===== src/rtl/sdi_frame_rx.sv =====
// sdi_frame_rx: strobed serial frame receiver with parity/timeout checks.
// Optional stop-bit framing check enabled by defining SDI_STOP_CHECK_EN.
module sdi_frame_rx #(
    parameter int DATA_W  = 8,
    parameter bit PAR_ODD = 1'b0,
    parameter int TIMEOUT = 255
) (
    input  logic              pclk,
    input  logic              prst_n,
    input  logic              piclr,
    input  logic              pfbi,
    input  logic              psdi,
    output logic [DATA_W-1:0] pdata,
    output logic              pvalid,
    input  logic              pready,
    output logic              pperr,
    output logic              pterr,
    output logic              povr,
    output logic [7:0]        perrcnt,
    output logic              pbusy
);

    localparam int CW = $clog2(DATA_W + 1);

    typedef enum logic [1:0] {
        S_IDLE = 2'd0,
        S_DATA = 2'd1,
        S_PAR  = 2'd2
`ifdef SDI_STOP_CHECK_EN
        ,
        S_STOP = 2'd3
`endif
    } state_t;

    state_t            state, state_n;
    logic [CW-1:0]     cnt, cnt_n;
    logic [DATA_W-1:0] shreg, sh_n;
    logic              acc, acc_n;
    logic [15:0]       tmr, tmr_n;
    logic [16:0]       tmr_inc;
    logic              tmo, done, good;
    logic [DATA_W-1:0] data_n;
    logic              valid_n, perr_n, terr_n, ovr_n;
    logic [7:0]        ecnt_n;
`ifdef SDI_STOP_CHECK_EN
    logic              pbad, pbad_n;
`endif

    assign tmr_inc = {1'b0, tmr} + 17'd1;
    assign pbusy   = (state != S_IDLE);

    always_comb begin
        state_n = state;
        cnt_n   = cnt;
        sh_n    = shreg;
        acc_n   = acc;
        tmr_n   = tmr;
        tmo     = 1'b0;
        done    = 1'b0;
        good    = 1'b0;
`ifdef SDI_STOP_CHECK_EN
        pbad_n  = pbad;
`endif
        if (state != S_IDLE) begin
            if (pfbi)
                tmr_n = 16'd0;
            else if (tmr_inc >= 17'(TIMEOUT))
                tmo = 1'b1;
            else
                tmr_n = tmr_inc[15:0];
        end
        unique case (state)
            S_IDLE: begin
                if (pfbi && !psdi) begin
                    state_n = S_DATA;
                    cnt_n   = '0;
                    sh_n    = '0;
                    acc_n   = PAR_ODD;
                    tmr_n   = 16'd0;
                end
            end
            S_DATA: begin
                if (pfbi) begin
                    sh_n  = shreg | (DATA_W'(psdi) << cnt);
                    acc_n = acc ^ psdi;
                    cnt_n = cnt + CW'(1);
                    if (cnt == CW'(DATA_W - 1))
                        state_n = S_PAR;
                end
            end
            S_PAR: begin
                if (pfbi) begin
`ifdef SDI_STOP_CHECK_EN
                    pbad_n  = acc ^ psdi;
                    state_n = S_STOP;
`else
                    done    = 1'b1;
                    good    = ~(acc ^ psdi);
                    state_n = S_IDLE;
                    cnt_n   = '0;
`endif
                end
            end
`ifdef SDI_STOP_CHECK_EN
            S_STOP: begin
                if (pfbi) begin
                    // a low stop bit is a framing error
                    done    = 1'b1;
                    good    = ~pbad & psdi;
                    state_n = S_IDLE;
                    cnt_n   = '0;
                end
            end
`endif
            default: state_n = S_IDLE;
        endcase
        if (tmo) begin
            state_n = S_IDLE;
            cnt_n   = '0;
            tmr_n   = 16'd0;
        end
    end

    always_comb begin
        data_n  = pdata;
        valid_n = pvalid;
        perr_n  = pperr;
        terr_n  = pterr;
        ovr_n   = povr;
        ecnt_n  = perrcnt;
        if (pvalid && pready)
            valid_n = 1'b0;
        if (done && good) begin
            if (!pvalid || pready) begin
                data_n  = shreg;
                valid_n = 1'b1;
            end else begin
                ovr_n = 1'b1;
            end
        end
        if (done && !good)
            perr_n = 1'b1;
        if (tmo)
            terr_n = 1'b1;
        if (((done && !good) || tmo) && perrcnt != 8'hFF)
            ecnt_n = perrcnt + 8'd1;
    end

    always_ff @(posedge pclk) begin
        if (!prst_n) begin
            state   <= S_IDLE;
            cnt     <= '0;
            shreg   <= '0;
            acc     <= 1'b0;
            tmr     <= 16'd0;
            pdata   <= '0;
            pvalid  <= 1'b0;
            pperr   <= 1'b0;
            pterr   <= 1'b0;
            povr    <= 1'b0;
            perrcnt <= 8'd0;
`ifdef SDI_STOP_CHECK_EN
            pbad    <= 1'b0;
`endif
        end else if (piclr) begin
            state   <= S_IDLE;
            cnt     <= '0;
            tmr     <= 16'd0;
            pperr   <= 1'b0;
            pterr   <= 1'b0;
            povr    <= 1'b0;
            perrcnt <= 8'd0;
        end else begin
            state   <= state_n;
            cnt     <= cnt_n;
            shreg   <= sh_n;
            acc     <= acc_n;
            tmr     <= tmr_n;
            pdata   <= data_n;
            pvalid  <= valid_n;
            pperr   <= perr_n;
            pterr   <= terr_n;
            povr    <= ovr_n;
            perrcnt <= ecnt_n;
`ifdef SDI_STOP_CHECK_EN
            pbad    <= pbad_n;
`endif
        end
    end

endmodule


===== config.mk =====
export PLATFORM = sky130hd
export DESIGN_NAME = sdi_frame_rx
export DESIGN_NICKNAME = d
export VERILOG_FILES = /design/src/rtl/sdi_frame_rx.sv
export SDC_FILE = /design/constraint.sdc
export NUM_CORES = 1
export LEC_CHECK = 0
export BUFFER_PORTS_ARGS = -buffer_cell sky130_fd_sc_hd__buf_2
export CELL_PAD_IN_SITES_DETAIL_PLACEMENT = 2
export CELL_PAD_IN_SITES_GLOBAL_PLACEMENT = 2
export CORE_UTILIZATION = 30
export DETAILED_ROUTE_END_ITERATION = 10
export GPL_TIMING_DRIVEN = 0
export PLACE_DENSITY_LB_ADDON = 0.1
export SLEW_MARGIN = 10
export SYNTH_ARGS = -nofsm -noshare
export SYNTH_HDL_FRONTEND = slang
export SYNTH_SLANG_ARGS = --single-unit

===== constraint.sdc =====
create_clock -name pclk -period 2.3 [get_ports pclk]
set_clock_uncertainty 0.1 [all_clocks]
set_input_delay 0.345 -clock pclk [delete_from_list [all_inputs] [get_ports pclk]]
set_output_delay 0.345 -clock pclk [all_outputs]
set_load 0.02 [all_outputs]

# Word-level counts from Yosys, hierarchy flattened
# Cells that the tools add are included.
[totals] word_cells=81 regBits=51 out_inout_bits=21
[op_classes] n_shift=1 reduce_logical=21 add_sub_neg=3 n_mux=30 n_lt_le_gt_ge=1 n_bitwise=6 n_eq_ne=8
[op_table] cell="$mux 16" count=5
[op_table] cell="$add 16x1->17 const B" count=1
[op_table] cell="$ge 17x8->1 const B" count=1
[op_table] cell="$mux 8" count=2
[op_table] cell="$pmux 8 s2" count=1
[op_table] cell="$mux 1" count=12
[op_table] cell="$mux 4" count=3
[op_table] cell="$pmux 4 s3" count=1
[op_table] cell="$reduce_and 4->1" count=3
[op_table] cell="$add 8x1->8 const B" count=1
[op_table] cell="$mux 2" count=4
[op_table] cell="$ne 2x2->1 const B" count=4
[op_table] cell="$ne 8x8->1 const B" count=1
[op_table] cell="$or 8x8->8" count=1
[op_table] cell="$shl 1x4->8" count=1
[op_table] cell="$pmux 2 s3" count=1
[op_table] cell="$logic_and 1x1->1" count=5
[op_table] cell="$add 4x1->4 const B" count=1
[op_table] cell="$eq 4x3->1 const B" count=1
[op_table] cell="$not 1->1" count=4
[op_table] cell="$reduce_bool 2->1" count=2
[op_table] cell="$logic_not 1->1" count=3
[op_table] cell="$reduce_and 3->1" count=1
[op_table] cell="$reduce_bool 3->1" count=1
[op_table] cell="other kinds (9)" count=10

# Depth between registers and ports, before layout
# Gate-level depths: netlist of run 1.
[logic_depth] word_depth=8 mapped_depth=10 mapped_depth_nobuf=9

# Least setup slack after synthesis of run 1
# No wires, ideal clock.
[synth_path] path_kind="reg-to-reg" from="reg tmr[0]" to="reg perrcnt[2]" synth_period_minus_slack_ns=2.367 arrival_time_ns=2.197 slack_ns=-0.067 required_time_ns=2.130 stages_incl_launch_ff=9 cell_sequence="dfxtp_1 > ha_1 > buf_6 > or4b_1 > and3_4 > o21ai_2 > a211oi_2 > or4_1 > a21oi_1"
[synth_via] elab_chain_len=7
[synth_rtl] item="from (decl)" line="39" source="logic [15:0] tmr, tmr_n;"
[synth_rtl] item="from (signal assigned)" line="178" source="tmr <= tmr_n;"
[synth_rtl] item="$add 16x1->17" line="49" source="assign tmr_inc = {1'b0, tmr} + 17'd1;"
[synth_rtl] item="$ge 17x8->1" line="67" source="else if (tmr_inc >= 17'(TIMEOUT))"
[synth_rtl] item="$mux 1" line="67"
[synth_rtl] item="$mux 1" line="65" source="if (pfbi)"
[synth_rtl] item="$mux 1" line="64" source="if (state != S_IDLE) begin"
[synth_rtl] item="$logic_or 1x1->1" line="145" source="if (((done && !good) || tmo) && perrcnt != 8'hFF)"
[synth_rtl] item="$logic_and 1x1->1" line="145"
[synth_rtl] item="to (signal assigned)" line="184" source="perrcnt <= ecnt_n;"
[synth_rtl] item="to (decl)" line="19" source="output logic [7:0] perrcnt,"
# No other way between the ends.
# A chain may end at the register's enable or synchronous reset.

# Worst setup path in the final report of run 1
[layout_path] from="reg tmr[2]" to="reg perrcnt[3]"
# Same word-level chain as after synthesis.

==> results.toml, run 1 <==
[critical_path]
path_cells = "buf_8 -> nand4_4 -> buf_12 -> nor4_4 -> mux2i_2 -> nand3_4 -> a211oi_4 -> buf_6 -> nor4_2 -> o21a_1"
reg2reg_slack_ns = -0.15
path_delay_family = "simple AND/OR/NAND/NOR gates"
crit_fanout = 7
endpoint_kind = "flip-flop"
cp.required_ns = 2.42
cpPeakStageDelay_ns = 0.35
path_class = "flip-flop to flip-flop"
reg2reg_from = "tmr[2]$_SDFF_PP0_"
start_kind = "flip-flop"
rr_worst_depth = 10
r2r-end = "perrcnt[3]$_SDFFE_PP0P_"
critPathArrivalTime_ns = 2.57
cp.buffers_inverters = 3
slowest_stage = "dfxtp_2"

[clock_network]
clock_path_buffers = 2
cts.htree.levels = 2
cts_tree = "yes"
clk_pin_slew_ns = 0.11
root_buffer = "clkbuf_8"
cts_buffers = 5
clk_latency_ns = 0.31
cts.sinks = 51
holdBufCountCts = 0

[flow_run]
drv_cap = 0

[floorplan]
die_y_um = 95.9
rows = 33
ioPinCount = 27
die_area_um2 = 9190
die_x_um = 95.9
coreArea_um2 = 8380
start_util_pct = 31.5

[finish]
final_nets = 383
antenna_cells = 0
area_growth_pct = 31.0
layout_common_cells = "43 x dfxtp_1, 41 x nor2_1, 27 x nand2_1, 25 x a21oi_1, 24 x buf_2"
drive_gt1_share_pct = 29.9
stdcell_count = 479
final_common_cell = "dfxtp_1"

[synth]
ys_seq_area_share_pct = 38.6
ys.flop_type = "dfxtp_1"
synth_area_leaders = "dfxtp_1 39%, nor2_1 6.3%, mux2i_1 4.9%, a21oi_1 4.7%, nand2_1 4.0%"
syn_nets = 330
synth_warnings = 0
synthesis.area_um2 = 2640
async_flop_share_pct = 0
ys_ff_latch = 51
avgSynthCellArea_um2 = 8.26
post_synth_num_cell_types = 61
synth-edff-count = 0
yosysTopAreaCellShare_pct = 38.6
synth_top_cell_by_area = "dfxtp_1"
syn_inst = 320

[sta]
slew_headroom_pct = 35.8
drv_slew = 0
period_minus_slack_ns = 2.45
finalCritPeriodShare_pct = 107
layout_setup_ws_ns = -0.151
holdWs_ns = 0.170
max_freq_mhz = 408
rsz0062_at_grt = "yes"
hold_violations = 0
setup_violations = 22
worst_pin_slew_ns = 0.952
setup_tns_ns = -1.92

[route]
drc = 0
finalWirelength_um = 8620
routedWlPerCell_um = 18.0
first_pass_iters = 4
drt_iter0_markers = 55
vias_per_cell = 5.41
vias = 2590
antenna_left = 0

[run_status]
status = "finished with violations"
violations = "setup timing"

[power_and_ir_drop]
peakVddDrop_uv = 253
p_leak_nw = 1.26
power_density_nw_per_um2 = 447

[min_path]
hold_end = "tmr[0]$_SDFF_PP0_"
hold_depth = 2
min_path_type = "input port to flip-flop"
hp-start = "pfbi"

[place]
dp_hpwl_um = 5820
placed_cells = 449
portBuffers = 24
gp_congestion = 0.737

[grt]
overflow = 0
grt_pass1_vias = 2619
grt_max_degree = 19
antenna_found_initial = 0
grt_usage_pct = 19.3
grt_pass1_wl_um = 13500
==> state kept, by name (all words and copies together), names as in the netlist <==
name / flops
tmr: 16
pdata: 8
perrcnt: 8
shreg: 8
cnt: 4
state: 2
acc: 1
povr: 1
pperr: 1
pterr: 1
pvalid: 1
==> power by group <==
part           leakage, nW  switching, mW  internal [mW]
Combinational        0.796         0.0598         0.0252
Clock               0.0502          0.355          0.227
Sequential           0.417        0.00276          0.878
==> per-stage QoR <==
step	power, mW	area (µm²)	utilization, %	setup slack (ns)
CTS	1.58	3290	39.2	-0.0536
detailed placement	0.985	2910	34.7	-0.470
finish	1.55	3460	41.3	-0.151
global route	1.61	3460	41.3	-0.283
floorplan	0.955	2660	-	0.0137
global placement	0.983	2910	34.7	-0.336
==> kinds of logic (layout without fill, tap and decap cells) <==
logic type / Yosys count / after routing / share of synthesized area, %
AND/OR/NAND/NOR: 153 / 153 / 30.7
AO/OA/AOI/OAI: 74 / 74 / 18.5
flip-flops: 51 / 51 / 38.6
buffers and inverters: 22 / 76 / 4.36
multiplexers: 13 / 13 / 4.92
adder cells (fa/ha/maj): 4 / 4 / 1.89
XOR/XNOR: 3 / 3 / 0.994
==> how the worst max path moves through the flow <==
stage,startpoint,to,slack [ns],cells past startpoint
global placement,tmr[4]$_SDFF_PP0_,tmr[6]$_SDFF_PP0_,-0.34,7
global route,tmr[2]$_SDFF_PP0_,perrcnt[3]$_SDFFE_PP0P_,-0.28,10
floorplan,tmr[0]$_SDFF_PP0_,perrcnt[2]$_SDFFE_PP0P_,0.01,8
finish,tmr[2]$_SDFF_PP0_,perrcnt[3]$_SDFFE_PP0P_,-0.15,10
CTS,tmr[0]$_SDFF_PP0_,perrcnt[5]$_SDFFE_PP0P_,-0.05,7
detailed placement,tmr[4]$_SDFF_PP0_,tmr[6]$_SDFF_PP0_,-0.47,7
==> layer usage <==
layer	vias up	track usage (%)	part of all wire (%)
met2	27	33.8	50
met4	0	4.48	1.0
met1	1295	25.0	47
li1	1261	-	-
met5	-	0	0
met3	7	2.76	2.0
==> Yosys cell counts, types with 3 or more instances <==
cell type  number
dfxtp_1        51
nor2_1         44
nand2_1        28
a21oi_1        25
o21ai_0        15
mux2i_1        13
nor2b_1        13
nand3_1        11
and3_1          8
clkbuf_1        8
inv_1           8
a31oi_1         7
nor4_1          7
nand4_1         6
nor3_1          5
buf_6           4
ha_1            4
nand2b_1        4
a211oi_1        3
o211ai_1        3
==> worst register-to-register path, stage by stage, from the launching register on <==
cell and delay [ns]:
dfxtp_2 0.35, buf_8 0.12, nand4_4 0.13, buf_12 0.16
nor4_4 0.30, mux2i_2 0.32, nand3_4 0.19, a211oi_4 0.25
buf_6 0.16, nor4_2 0.05, o21a_1 0.21
==> cell type report <==
cell class	instances	area, µm²
fillers	944	4920
multi-input cells	247	1730
flip-flops and latches	51	1050
repair buffers	49	343
well taps	105	131
plain buffers	11	80.1
clock buffers	5	68.8
inverters	8	32.5
clock inverters	3	28.8
==> repair_timing <==
| item | CTS | global route |
|---|---|---|
| pin swaps | 13 | 21 |
| gates resized for setup | 42 | 21 |
| buffers inserted | 15 | 10 |
| endpoints found under the setup margin | 31 | 24 |
Power figures use the tool's default switching activity.
==> run 2: changes to the inputs <==
- CORE_MARGIN: not set -> 8
==> run 2 against run 1 <==
  * The run still ends with setup timing left
  * Core utilization shrank 0.43 points
  * Sequential share of layout area down 0.54 points
  * Clock power about the same
  * Critical path type unchanged
  * Largest power group unchanged
==> results.toml, run 2 (synthesis gave the netlist of run 1 again) <==
[run_status]
status = "finished with violations"
violations = "setup timing"

[route]
vias_per_cell = 5.40
drc = 0
antenna_left = 0
routedWlPerCell_um = 18.6
first_pass_iters = 5
vias = 2603
finalWirelength_um = 8980
drt_iter0_markers = 63

[sta]
worst_pin_slew_ns = 0.728
setup_violations = 20
layout_setup_ws_ns = -0.123
setup_tns_ns = -1.44
period_minus_slack_ns = 2.42
max_freq_mhz = 413
holdWs_ns = 0.164
slew_headroom_pct = 50.9
rsz0062_at_grt = "yes"
hold_violations = 0
drv_slew = 0
finalCritPeriodShare_pct = 105

[grt]
antenna_found_initial = 0
grt_pass1_vias = 2818
overflow = 0
grt_usage_pct = 15.1
grt_max_degree = 19
grt_pass1_wl_um = 14400

[finish]
area_growth_pct = 33.5
regMostFlops = "tmr"
n_fill_cell = 969
multiInputGateArea_um2 = 1800
antenna_cells = 0
layout_common_cells = "40 x dfxtp_1, 38 x nor2_1, 27 x nand2_1, 24 x buf_2, 22 x buf_4"
drive_gt1_share_pct = 33.7
largest_reg_flops = 16
final_nets = 383
final_common_cell = "dfxtp_1"
regArea_um2 = 1050

[floorplan]
die_y_um = 110
start_util_pct = 30.6
die_x_um = 110
die_area_um2 = 12100
ioPinCount = 27
coreArea_um2 = 8640
rows = 34

[clock_network]
root_buffer = "clkbuf_8"
cts.sinks = 51
holdBufCountCts = 0
clock_path_buffers = 2
cts.htree.levels = 2
clk_latency_ns = 0.32
clk_pin_slew_ns = 0.11
cts_buffers = 5
cts_tree = "yes"

[place]
dp_hpwl_um = 6000
portBuffers = 24
place_ws_ns = -0.404
gp_congestion = 0.741

[flow_run]
drv_cap = 0

[critical_path]
cp.required_ns = 2.47
endpoint_kind = "flip-flop"
critPathArrivalTime_ns = 2.59
crit_fanout = 7
start_kind = "flip-flop"
path_class = "flip-flop to flip-flop"

[power_and_ir_drop]
power_density_nw_per_um2 = 442
p_total_mw = 1.56
peakVddDrop_uv = 236
p_leak_nw = 1.30

[min_path]
min_path_type = "input port to flip-flop"
[run 2: cell count changes in the layout (fill, tap and decap cells not counted), sizes merged]
cell,before,now
clkbuf,11,13
buf,54,52
[run 2: critical path: stages, from the launching register on]
cell       delay, ns
dfxtp_2         0.34
buf_6           0.13
nand4_4         0.11
buf_6           0.15
nor4_4          0.32
mux2i_2         0.33
nand3_4         0.18
o21ai_4         0.25
nand2_4         0.12
clkbuf_16       0.22
a21oi_2         0.11
[run 2: timing repair]
item                       CTS  global route
gates resized for setup     40            36
setup endpoints to repair   25            24
buffers inserted            13            11
cloned                       0             1
pin swaps                   21            29
[run 2: path summary, 6_finish.rpt]
kind / slack, ns / start / end / cells after the start
setup reg to reg: -0.12 / tmr[2]$_SDFF_PP0_ / cnt[3]$_SDFFE_PP0P_ / 10
hold reg to reg: 0.38 / shreg[6]$_SDFFE_PN0P_ / shreg[6]$_SDFFE_PN0P_ / 2
hold / removal: 0.16 / pfbi / tmr[0]$_SDFF_PP0_ / 2
setup / recovery: -0.12 / tmr[2]$_SDFF_PP0_ / cnt[3]$_SDFFE_PP0P_ / 10
[run 2: layout make-up]
class	instances	share of cell area, %
Timing Repair Buffer	49	9.68
Sequential cell	51	29.7
Tap cell	108	3.83
Buffer	11	2.23
Clock buffer	5	1.95
Clock inverter	3	0.816
Multi-Input combinational cell	247	50.9
Inverter	8	0.922
[run 2: stage by stage]
stage | area (µm²) | cells | util (%)
after floorplan | 2660 | 320 | -
after global placement | 2920 | 452 | 33.8
after detailed placement | 2920 | 452 | 33.8
after CTS | 3270 | 470 | 37.8
after global routing | 3530 | 482 | 40.9
final | 3530 | 482 | 40.9
[run 2: routing by layer]
metal	track usage, %	part of all wire, %	wire [µm]
met2	26.6	51	4590
met4	3.86	1.3	115
met1	18.4	45	4070
met3	2.52	2.3	205
met5	0	0	0
[run 2: power breakdown]
group / switching, mW / internal, mW
registers: 0.00299 / 0.879
clock network: 0.355 / 0.227
logic: 0.0649 / 0.0295
total: 0.423 / 1.13
==> run 3: changes to the inputs <==
- ABC_AREA: not set -> 1
- SKIP_CTS_REPAIR_TIMING: not set -> 1
- clock period: 2.3 -> 2.2 ns (I/O delays scaled with it)
==> run 3 against run 2 <==
  * Wire length fell by 12%
  * Final area fell by 5.8%
  * Clock power rose by 23%
  * The flow still finishes with violations (setup timing)
  * Non-clock buffer count shrank 23
  * First-iteration DRC count grew 49%
  * Largest power group unchanged
  * Fmax rose by 8.2%
  * Register-to-register slack improved by 0.08 ns
  * Hold slack improved by 0.073 ns
  * Count of clock-buffer cells in the layout is 1 higher
==> results.toml, run 3 <==
[route]
top_layer = "met4"
routedWlPerCell_um = 14.7
wl_met2_um = 3770
met1_length_um = 3940
wl_met3_um = 168
drt_iter0_markers = 94
vias_per_cell = 4.83
vias = 2601
antenna_left = 0
drc = 0
finalWirelength_um = 7910
first_pass_iters = 4

[floorplan]
ioPinCount = 27
rows = 35
die_area_um2 = 12500
die_y_um = 112
coreArea_um2 = 9060
die_x_um = 112
start_util_pct = 30.4

[sta]
holdWs_ns = 0.237
slew_headroom_pct = 56.9
drv_slew = 0
rsz0062_at_grt = "yes"
period_minus_slack_ns = 2.24
worst_pin_slew_ns = 0.646
finalCritPeriodShare_pct = 102
hold_violations = 0
setup_tns_ns = -0.0433
max_freq_mhz = 447
setup_violations = 4
layout_setup_ws_ns = -0.0393

[synth]
synthesis.area_um2 = 2750
ys.flop_type = "dfxtp_1"
avgSynthCellArea_um2 = 7.13
ys_seq_area_share_pct = 37.1
yosysTopAreaCellShare_pct = 37.1
synth_area_leaders = "dfxtp_1 37%, nand2_1 12%, a21oi_1 6.4%, nand3_1 6.4%, inv_1 5.9%"
ys_ff_latch = 51
syn_inst = 386
synth_most_common_cell = "nand2_1"
async_flop_share_pct = 0
netlist_top_cells_count = "90 x nand2_1, 51 x dfxtp_1, 43 x inv_1, 43 x nor2_1"
post_synth_num_cell_types = 35
synth_top_cell_by_area = "dfxtp_1"
synth_warnings = 0
syn_nets = 396
synth-edff-count = 0

[finish]
layout_common_cells = "85 x nand2_1, 44 x dfxtp_1, 41 x inv_1, 37 x nor2_1, 34 x nand3_1"
area_growth_pct = 20.8
utilization_pct = 36.7
final_common_cell = "nand2_1"
regMostFlops = "tmr"
antenna_cells = 0
largest_reg_flops = 16
final_nets = 436
drive_gt1_share_pct = 23.7

[clock_network]
clock_path_buffers = 2
cts_buffers = 5
cts.sinks = 51
cts.htree.levels = 2
cts_tree = "yes"
clk_pin_slew_ns = 0.10
clk_latency_ns = 0.31
root_buffer = "clkbuf_8"

[power_and_ir_drop]
pwr-share-seq_pct = 53.3
peakVddDrop_uv = 248
power_density_nw_per_um2 = 523
combPwrFrac_pct = 5.6
swShare_pct = 23.8
p_leak_nw = 1.21
clock_power_share_pct = 41.1
p_int_mw = 1.32
power_switching_mw = 0.414
p_total_mw = 1.74

[critical_path]
cpPeakStageDelay_ns = 0.39
start_kind = "flip-flop"
endpoint_kind = "flip-flop"
path_class = "flip-flop to flip-flop"
slowest_stage = "dfxtp_4"
cp.buffers_inverters = 1
cp.required_ns = 2.33
crit_fanout = 10
path_cells = "ha_4 -> nand2_4 -> nor2_4 -> nand4_1 -> nand2_1 -> nand3_1 -> nor2_4 -> nand3_4 -> nand2_8 -> nand2_4 -> buf_12 -> a211oi_4"
critPathArrivalTime_ns = 2.37
path_delay_family = "simple AND/OR/NAND/NOR gates"

[place]
gp_congestion = 0.744
dp_hpwl_um = 6070
portBuffers = 25

[grt]
antenna_found_initial = 0
grt_max_degree = 17
overflow = 0
grt_pass1_wl_um = 13000
grt_usage_pct = 12.6
grt_pass1_vias = 2726

[run_status]
violations = "setup timing"
status = "finished with violations"

[min_path]
min_path_type = "input port to flip-flop"

[flow_run]
drv_cap = 0
## run 3: worst paths after layout
check	cells after the start	endpoint	slack, ns	startpoint
setup reg to reg	12	cnt[2]$_SDFFE_PP0P_	-0.04	tmr[1]$_SDFF_PP0_
hold / removal	4	povr$_SDFFE_PP0P_	0.24	pready
hold reg to reg	2	shreg[3]$_SDFFE_PN0P_	0.36	shreg[3]$_SDFFE_PN0P_
setup / recovery	12	cnt[2]$_SDFFE_PP0P_	-0.04	tmr[1]$_SDFF_PP0_
## run 3: layer usage
layer,vias up,track usage (%)
met1,1244,16.0
met4,0,3.01
met3,2,2.22
met2,15,21.4
li1,1340,-
met5,-,0
## run 3: worst min-delay path, delay by kind of cell
kind                   cells  cell delay [ns]
buffers and inverters      1             0.08
and+or+nand+nor            2             0.13
AOI/OAI and AO/OA          1             0.06
## run 3: cell families after synthesis
logic type                 count (synthesis)  synth area share, %
DFF                                       51                 37.1
and+or+nand+nor                          209                 37.2
AOI/OAI and AO/OA                         57                 12.0
buffers and inverters                     53                 8.05
adders and majority gates                  4                 1.82
xor gates and xnor gates                  12                 3.82
## run 3: power by group through the flow
stage | logic, mW | clock network (mW) | registers (mW)
after floorplan | 0.0605 | 0 | 0.952
after global placement | 0.0911 | 0 | 0.951
after detailed placement | 0.0929 | 0 | 0.952
after CTS | 0.0932 | 0.748 | 0.931
after global routing | 0.109 | 0.772 | 0.928
final | 0.0968 | 0.714 | 0.927
## run 3: area by class of cell
type,count,area (µm²)
clock inverter,2,38.8
tap,111,139
sequential,51,1040
clock buffer,6,82.6
inverter,48,180
fill,1113,5740
timing repair buffer,32,178
buffer,5,50.0
multi-input combinational,283,1620
## run 3: through the flow
| stage | cell area [µm²] | setup WS (ns) | instances |
|---|---|---|---|
| 4_1_cts | 3140 | -0.303 | 530 |
| 3_5_place_dp | 3020 | -0.267 | 522 |
| 2_1_floorplan | 2750 | 0.125 | 386 |
| 5_1_grt | 3320 | -0.166 | 538 |
| 6_report | 3320 | -0.0393 | 538 |
| 3_3_place_gp | 3020 | -0.174 | 522 |
